===== config.mk =====
export PLATFORM = sky130hd
export DESIGN_NAME = multicycle_ctrl
export DESIGN_NICKNAME = d
export VERILOG_FILES = /design/src/rtl/multicycle_ctrl.sv
export SDC_FILE = /design/constraint.sdc
export NUM_CORES = 1
export LEC_CHECK = 0
export CAP_MARGIN = 20
export CORE_ASPECT_RATIO = 1.4
export CORE_MARGIN = 3
export CORE_UTILIZATION = 32
export CTS_CLUSTER_DIAMETER = 50
export DETAILED_ROUTE_END_ITERATION = 8
export SYNTH_ARGS = -nofsm -noshare
export SYNTH_HDL_FRONTEND = slang
export SYNTH_SLANG_ARGS = --single-unit

===== constraint.sdc =====
create_clock -name clk -period 7.3 [get_ports clk]
set_clock_uncertainty 0.05 [all_clocks]
set_input_delay 2.19 -clock clk [delete_from_list [all_inputs] [get_ports clk]]
set_output_delay 2.19 -clock clk [all_outputs]
set_load 0.005 [all_outputs]

===== src/rtl/multicycle_ctrl.sv =====
`default_nettype none
// ============================================================================
// Module      : multicycle_ctrl
// Description : Multi-cycle control FSM for the 5-bit-opcode ISA. Sequences
//               FETCH/DECODE/EXEC/MEM/WB, handshakes with the shared memory
//               port (mem_req/mem_ready) and emits per-state datapath
//               controls. Optional macro MCTRL_PERF_EN adds retire and
//               memory-stall counters.
// Revision    : 1.0 - initial release
// ============================================================================
module multicycle_ctrl #(
  parameter int OP_W        = 5,
  parameter int ALU_W       = 4,
  parameter int MEM_TIMEOUT = 0
) (
  input  logic             clk,
  input  logic             reset,
  input  logic [OP_W-1:0]  op_code,
  input  logic             zero,
  input  logic             mem_ready,
  output logic             mem_req,
  output logic             mem_write,
  output logic             ir_write,
  output logic             pc_write,
  output logic [1:0]       pc_src,
  output logic             reg_write,
  output logic [1:0]       reg_dst,
  output logic [1:0]       wb_sel,
  output logic             alu_src,
  output logic [ALU_W-1:0] alu_control,
  output logic             illegal,
  output logic             bus_err
`ifdef MCTRL_PERF_EN
  ,
  output logic [31:0]      instr_count,
  output logic [31:0]      stall_count
`endif
);

  localparam logic [2:0] c_st_fetch  = 3'd0;
  localparam logic [2:0] c_st_decode = 3'd1;
  localparam logic [2:0] c_st_exec   = 3'd2;
  localparam logic [2:0] c_st_mem    = 3'd3;
  localparam logic [2:0] c_st_wb     = 3'd4;
  localparam logic [2:0] c_st_trap   = 3'd5;

  // Opcodes, zero-extended to the opcode width.
  localparam logic [OP_W-1:0] c_op_j    = OP_W'(5'b00000);
  localparam logic [OP_W-1:0] c_op_jal  = OP_W'(5'b00111);
  localparam logic [OP_W-1:0] c_op_rlo  = OP_W'(5'b01000);
  localparam logic [OP_W-1:0] c_op_rhi  = OP_W'(5'b10100);
  localparam logic [OP_W-1:0] c_op_jr   = OP_W'(5'b10010);
  localparam logic [OP_W-1:0] c_op_addi = OP_W'(5'b11000);
  localparam logic [OP_W-1:0] c_op_subi = OP_W'(5'b11001);
  localparam logic [OP_W-1:0] c_op_lw   = OP_W'(5'b11010);
  localparam logic [OP_W-1:0] c_op_sw   = OP_W'(5'b11011);
  localparam logic [OP_W-1:0] c_op_beq  = OP_W'(5'b11100);
  localparam logic [OP_W-1:0] c_op_bne  = OP_W'(5'b11101);

  // Wait counter only needs to reach MEM_TIMEOUT; it saturates instead of wrapping.
  localparam int c_cnt_w = (MEM_TIMEOUT > 0) ? $clog2(MEM_TIMEOUT + 1) : 1;
  localparam logic [c_cnt_w-1:0] c_cnt_max = {c_cnt_w{1'b1}};
  localparam logic [c_cnt_w-1:0] c_tmo     = c_cnt_w'(MEM_TIMEOUT);

  logic [2:0]         state_q, state_d;
  logic [c_cnt_w-1:0] wait_q, wait_d;
  logic               illegal_q, illegal_d;
  logic               bus_err_q, bus_err_d;

  logic               w_is_r, w_is_addi, w_is_subi, w_is_lw, w_is_sw;
  logic               w_is_beq, w_is_bne, w_is_j, w_is_jal, w_is_jr, w_legal;
  logic               w_taken, w_timeout;
  logic [c_cnt_w-1:0] w_wait_inc;
  logic [ALU_W-1:0]   w_r_alu;

  // Opcode classification shared by next-state and output decode.
  always_comb begin
    w_is_r    = (op_code >= c_op_rlo) && (op_code <= c_op_rhi) && (op_code != c_op_jr);
    w_is_addi = (op_code == c_op_addi);
    w_is_subi = (op_code == c_op_subi);
    w_is_lw   = (op_code == c_op_lw);
    w_is_sw   = (op_code == c_op_sw);
    w_is_beq  = (op_code == c_op_beq);
    w_is_bne  = (op_code == c_op_bne);
    w_is_j    = (op_code == c_op_j);
    w_is_jal  = (op_code == c_op_jal);
    w_is_jr   = (op_code == c_op_jr);
    w_legal   = w_is_r | w_is_addi | w_is_subi | w_is_lw | w_is_sw |
                w_is_beq | w_is_bne | w_is_j | w_is_jal | w_is_jr;
    w_taken   = (w_is_beq & zero) | (w_is_bne & ~zero);
    w_r_alu   = ALU_W'(op_code - c_op_rlo);
  end

  // Memory wait bookkeeping: saturating increment and timeout detection.
  always_comb begin
    w_wait_inc = (wait_q == c_cnt_max) ? wait_q : wait_q + c_cnt_w'(1);
    w_timeout  = (MEM_TIMEOUT > 0) && !mem_ready && (w_wait_inc == c_tmo);
  end

  // Next-state, wait counter and sticky error flags.
  always_comb begin
    state_d   = state_q;
    wait_d    = wait_q;
    illegal_d = illegal_q;
    bus_err_d = bus_err_q;
    case (state_q)
      c_st_fetch: begin
        if (mem_ready) begin
          state_d = c_st_decode;
        end else if (w_timeout) begin
          state_d   = c_st_trap;
          bus_err_d = 1'b1;
        end else begin
          wait_d = w_wait_inc;
        end
      end
      c_st_decode: begin
        if (w_legal) begin
          state_d = c_st_exec;
        end else begin
          state_d   = c_st_trap;
          illegal_d = 1'b1;
        end
      end
      c_st_exec: begin
        if (w_is_lw || w_is_sw) begin
          state_d = c_st_mem;
          wait_d  = '0;
        end else if (w_is_r || w_is_addi || w_is_subi) begin
          state_d = c_st_wb;
        end else begin
          state_d = c_st_fetch;
          wait_d  = '0;
        end
      end
      c_st_mem: begin
        if (mem_ready) begin
          if (w_is_sw) begin
            state_d = c_st_fetch;
            wait_d  = '0;
          end else begin
            state_d = c_st_wb;
          end
        end else if (w_timeout) begin
          state_d   = c_st_trap;
          bus_err_d = 1'b1;
        end else begin
          wait_d = w_wait_inc;
        end
      end
      c_st_wb: begin
        state_d = c_st_fetch;
        wait_d  = '0;
      end
      c_st_trap: begin
        state_d = c_st_trap;
      end
      default: begin
        state_d = c_st_fetch;
        wait_d  = '0;
      end
    endcase
  end

  // State register with synchronous reset back to FETCH.
  always_ff @(posedge clk) begin
    if (reset) begin
      state_q   <= c_st_fetch;
      wait_q    <= '0;
      illegal_q <= 1'b0;
      bus_err_q <= 1'b0;
    end else begin
      state_q   <= state_d;
      wait_q    <= wait_d;
      illegal_q <= illegal_d;
      bus_err_q <= bus_err_d;
    end
  end

  // Per-state control decode; everything forced low while reset is held.
  always_comb begin
    mem_req     = 1'b0;
    mem_write   = 1'b0;
    ir_write    = 1'b0;
    pc_write    = 1'b0;
    pc_src      = 2'd0;
    reg_write   = 1'b0;
    reg_dst     = 2'd0;
    wb_sel      = 2'd0;
    alu_src     = 1'b0;
    alu_control = '0;
    case (state_q)
      c_st_fetch: begin
        mem_req  = 1'b1;
        ir_write = mem_ready;
        pc_write = mem_ready;
      end
      c_st_exec: begin
        if (w_is_r) begin
          alu_control = w_r_alu;
        end else if (w_is_addi || w_is_lw || w_is_sw) begin
          alu_src = 1'b1;
        end else if (w_is_subi) begin
          alu_src     = 1'b1;
          alu_control = ALU_W'(1);
        end else if (w_is_beq || w_is_bne) begin
          alu_control = ALU_W'(1);
          pc_write    = w_taken;
          pc_src      = 2'd1;
        end else if (w_is_j) begin
          pc_write = 1'b1;
          pc_src   = 2'd2;
        end else if (w_is_jal) begin
          pc_write  = 1'b1;
          pc_src    = 2'd2;
          reg_write = 1'b1;
          reg_dst   = 2'd2;
          wb_sel    = 2'd2;
        end else if (w_is_jr) begin
          pc_write = 1'b1;
          pc_src   = 2'd3;
        end
      end
      c_st_mem: begin
        mem_req   = 1'b1;
        mem_write = w_is_sw;
      end
      c_st_wb: begin
        reg_write = 1'b1;
        if (w_is_r) begin
          reg_dst = 2'd1;
        end else if (w_is_lw) begin
          wb_sel = 2'd1;
        end
      end
      default: begin
        mem_req = 1'b0;
      end
    endcase
    illegal = illegal_q;
    bus_err = bus_err_q;
    if (reset) begin
      mem_req     = 1'b0;
      mem_write   = 1'b0;
      ir_write    = 1'b0;
      pc_write    = 1'b0;
      pc_src      = 2'd0;
      reg_write   = 1'b0;
      reg_dst     = 2'd0;
      wb_sel      = 2'd0;
      alu_src     = 1'b0;
      alu_control = '0;
      illegal     = 1'b0;
      bus_err     = 1'b0;
    end
  end

`ifdef MCTRL_PERF_EN
  logic [31:0] instr_count_q, instr_count_d;
  logic [31:0] stall_count_q, stall_count_d;
  logic        w_retire;

  // Retire = leaving EXEC/MEM/WB for FETCH; stall = request pending without ready.
  always_comb begin
    w_retire      = ((state_q == c_st_exec) || (state_q == c_st_mem) || (state_q == c_st_wb)) &&
                    (state_d == c_st_fetch);
    instr_count_d = instr_count_q + (w_retire ? 32'd1 : 32'd0);
    stall_count_d = stall_count_q + ((mem_req && !mem_ready) ? 32'd1 : 32'd0);
  end

  // Free-running wrap-around performance counters.
  always_ff @(posedge clk) begin
    if (reset) begin
      instr_count_q <= 32'd0;
      stall_count_q <= 32'd0;
    end else begin
      instr_count_q <= instr_count_d;
      stall_count_q <= stall_count_d;
    end
  end

  assign instr_count = instr_count_q;
  assign stall_count = stall_count_q;
`endif

endmodule
`default_nettype wire

==> run_results.csv <==
group,metric,value,unit
route,m1WireLength,774,microns
synth,synthXorXnorAreaFrac,2.93,%
route,routed_wl,1780,microns
floorplanning,die_y,57.2,microns
route,routed_wire_length_per_instance,13.6,microns
clock_network,cts_post_setup_buffers_inserted,0,
layout,syn_to_final_growth,44.6,%
global_route,grt_max_degree,15,
sta,post-route-worst-setup-slack,761,ps
placement,gpl.final_weighted_congestion,0.819,
synth,synth_simple_gate_area_share,45.6,%
clock_network,cts_tree,"built",
route,wl_met3,95,microns
synth,synth.lib_cells_used.distinct,35,
route,vias,706,
clock_network,clock_tree.buffer_depth,2,
sta,worst-slew-pin-transition,442,ps
setup_path,critPathCaptureType,"output pin",
outcome,result_of_the_run,"finished clean",
setup_path,reg2reg_setup_slack,5900,ps
layout,share_of_final_layout_standard_cells_stronger_than_drive_strength_1,5.36,%
clock_network,cts_max_level,1,
sta,setup-tns-final,0,ps
clock_network,clock_latency_reported_for_the_late_side_of_the_worst_skew_pair,240,ps
setup_path,crit_type,"primary input to output pin",
placement,place.port_buffers,26,
global_route,first_global_vias,691,
floorplanning,start_util,36.0,%
sta,fin_crit_sh,89.6,%
route,routed_via_density,5.39,
global_route,antenna_found_initial,0,
synth,yosys.area_share.adder,0,%
layout,final_core_util,52.1,%
layout,antenna_cells_inserted,0,
route,detail-route-antenna-nets,0,
route,wire_length_on_met2,907,microns
floorplanning,die_area,2430,sq um
route,route.top_layer_used,"met3",
synth,synth_top_family_by_area,"simple AND/OR/NAND/NOR gates",
flow_run,maxCapViolCount,0,
layout,fill_cells,184,
floorplanning,core_area,1660,sq um
route,drt_pass1_iterations,4,
clock_network,ctsRootBufferMaster,"sky130_fd_sc_hd__clkbuf_4",
synth,postSynthNetCount,99,
global_route,grt_remaining_overflow,0,
global_route,grtUsageTotal,15.0,%
clock_network,cts_num_sinks,5,
hold_path,min_path_type,"flop to flop",
synth,synthesis.instances,90,
sta,timing.max_slew.rel_slack,70.4,%
sta,final.hold.worst_slack,418,ps
synth,ys_seq_elements,5,
clock_network,post_cts_resized,0,
synth,yosys.area.top_type_share,16.7,%
synth,mux_cell_area_share_after_synthesis,1.67,%
sta,fmax,0.153,GHz
synth,synthesized_cell_area,598,sq um
setup_path,worstPathArrival,4300,ps
sta,grt_setup_unrepaired,"false",
layout,fin_nets,122,
setup_path,worstSetupStartpointType,"primary input",
route,drc_errors,0,
floorplanning,top_level_ports,27,
synth,synthesis.area_per_instance,6.65,sq um
synth,synth_compound_area_share,23.2,%
synth,ys_top_cells_by_area,"sky130_fd_sc_hd__dfxtp_1 17%, sky130_fd_sc_hd__nor2_1 9.4%, sky130_fd_sc_hd__nor2b_1 6.3%",
synth,synthesis.yosys.warnings,0,
synth,netlist.top_cell.by_area,"sky130_fd_sc_hd__dfxtp_1",
clock_network,postCtsHoldBufs,0,
clock_network,numCtsBuffers,3,
floorplanning,row_count,17,
sta,post-route-min-period,6540,ps
sta,maxSlewViolCount,0,
clock_network,clk_pin_slew,40,ps
placement,preCtsSetupSlack,735,ps
setup_path,worst-endpoint-required,5060,ps
pwr,power.total,0.0944,mW
floorplanning,die-width,42.5,microns
placement,detailedPlacementHpwl,1350,microns
sta,setup_violations,0,
setup_path,critPathMaxFanout,8,
global_route,grt_pass1_wl,2950,microns
synth,synth_sequential_area_ratio,16.7,%
sta,hold_viol,0,
pwr,power.leakage,0.307,nW
route,first_iter_violations,5,
pwr,power-per-cell-area,109,nW/um^2
pwr,vdd_drop_max,0.0000467,V
layout by cell type (no fill, tap or decap), types with 2 or more instances in the layout:
cell type	n
sky130_fd_sc_hd__or3b_1	2
sky130_fd_sc_hd__nor3_1	6
sky130_fd_sc_hd__and2_1	2
sky130_fd_sc_hd__nand4b_1	2
sky130_fd_sc_hd__nor4_1	2
sky130_fd_sc_hd__a221oi_1	2
sky130_fd_sc_hd__and3_1	2
sky130_fd_sc_hd__o211ai_1	4
sky130_fd_sc_hd__clkdlybuf4s50_1	26
sky130_fd_sc_hd__clkbuf_4	3
sky130_fd_sc_hd__dfxtp_1	5
sky130_fd_sc_hd__nand2b_1	2
sky130_fd_sc_hd__nor2_1	15
sky130_fd_sc_hd__nand2_1	6
sky130_fd_sc_hd__a21oi_1	5
sky130_fd_sc_hd__inv_1	4
sky130_fd_sc_hd__nor2b_1	6
per-layer routing:
layer  track usage [%]  vias to the layer above
li1                  -                      366
met4              6.67                        0
met5                 0                        -
met3             0.946                        0
met1              18.3                      313
met2              26.6                       27
area by class of cell:
class	count	area, sq um	share of cell area [%]
multi-input cells	73	439	50.8
repair buffers	26	260	30.1
flip-flops and latches	5	100	11.6
clock buffers	4	26.3	3.04
well taps	19	23.8	2.75
inverters	4	15.0	1.74
final timing paths:
check / from / endpoint / cells after the start
max: reset / reg_dst[1] / 5
min: bus_err_q / bus_err_q / 1
max reg2reg: state_q[0] / state_q[2] / 4
min reg2reg: bus_err_q / bus_err_q / 1
through the flow:
step                cell area (sq um)  std cells
finish                            865        131
CTS                               865        131
floorplan                         598         90
global route                      865        131
detailed placement                838        127
global placement                  838        127
sequential cells by signal, summed over array words and instances, names as in the netlist:
register,count
state_q,3
bus_err_q,1
illegal_q,1
cell families (layout without fill, tap and decap cells):
family	count (synthesis)	count (layout)
AO/OA/AOI/OAI	20	20
XOR/XNOR	2	2
buffers and inverters	12	34
flip-flops	5	5
multiplexers	1	1
AND/OR/NAND/NOR	50	50
Yosys cell counts:
cell,instances
sky130_fd_sc_hd__a311o_1,1
sky130_fd_sc_hd__o211ai_1,4
sky130_fd_sc_hd__a211oi_1,1
sky130_fd_sc_hd__a221oi_1,2
sky130_fd_sc_hd__inv_1,4
sky130_fd_sc_hd__a31oi_1,1
sky130_fd_sc_hd__buf_2,5
sky130_fd_sc_hd__mux2i_1,1
sky130_fd_sc_hd__o21ai_0,1
sky130_fd_sc_hd__nor2b_1,6
sky130_fd_sc_hd__nor4_1,2
sky130_fd_sc_hd__or3b_1,2
sky130_fd_sc_hd__nand4b_1,2
sky130_fd_sc_hd__or3_4,1
sky130_fd_sc_hd__xor2_1,1
sky130_fd_sc_hd__a21o_1,1
sky130_fd_sc_hd__and2_1,2
sky130_fd_sc_hd__a31o_2,1
sky130_fd_sc_hd__a32oi_1,1
sky130_fd_sc_hd__a21oi_1,5
sky130_fd_sc_hd__or2_2,1
sky130_fd_sc_hd__nand3_1,1
sky130_fd_sc_hd__xnor2_1,1
sky130_fd_sc_hd__nand2_1,6
sky130_fd_sc_hd__o21ai_1,1
sky130_fd_sc_hd__dfxtp_1,5
sky130_fd_sc_hd__clkbuf_1,1
sky130_fd_sc_hd__and3_1,2
sky130_fd_sc_hd__nor2_1,15
sky130_fd_sc_hd__and4b_1,1
sky130_fd_sc_hd__o21bai_1,1
sky130_fd_sc_hd__buf_4,2
sky130_fd_sc_hd__nor3_1,6
sky130_fd_sc_hd__and3b_1,1
sky130_fd_sc_hd__nand2b_1,2
critical path, stage by stage:
cell                              delay [ps]
sky130_fd_sc_hd__clkdlybuf4s50_1         540
sky130_fd_sc_hd__or3b_1                  530
sky130_fd_sc_hd__or3_4                   380
sky130_fd_sc_hd__nor2_1                  140
sky130_fd_sc_hd__clkdlybuf4s50_1         520
power by group:
group / leakage (nW) / total [mW] / switching [mW] / internal [mW]
clock network: 0.0150 / 0.0314 / 0.0108 / 0.0206
logic: 0.251 / 0.0311 / 0.0158 / 0.0153
registers: 0.0407 / 0.0320 / 0.00299 / 0.0290
total: 0.307 / 0.0944 / 0.0296 / 0.0649
(Power assumes the default switching activity.)
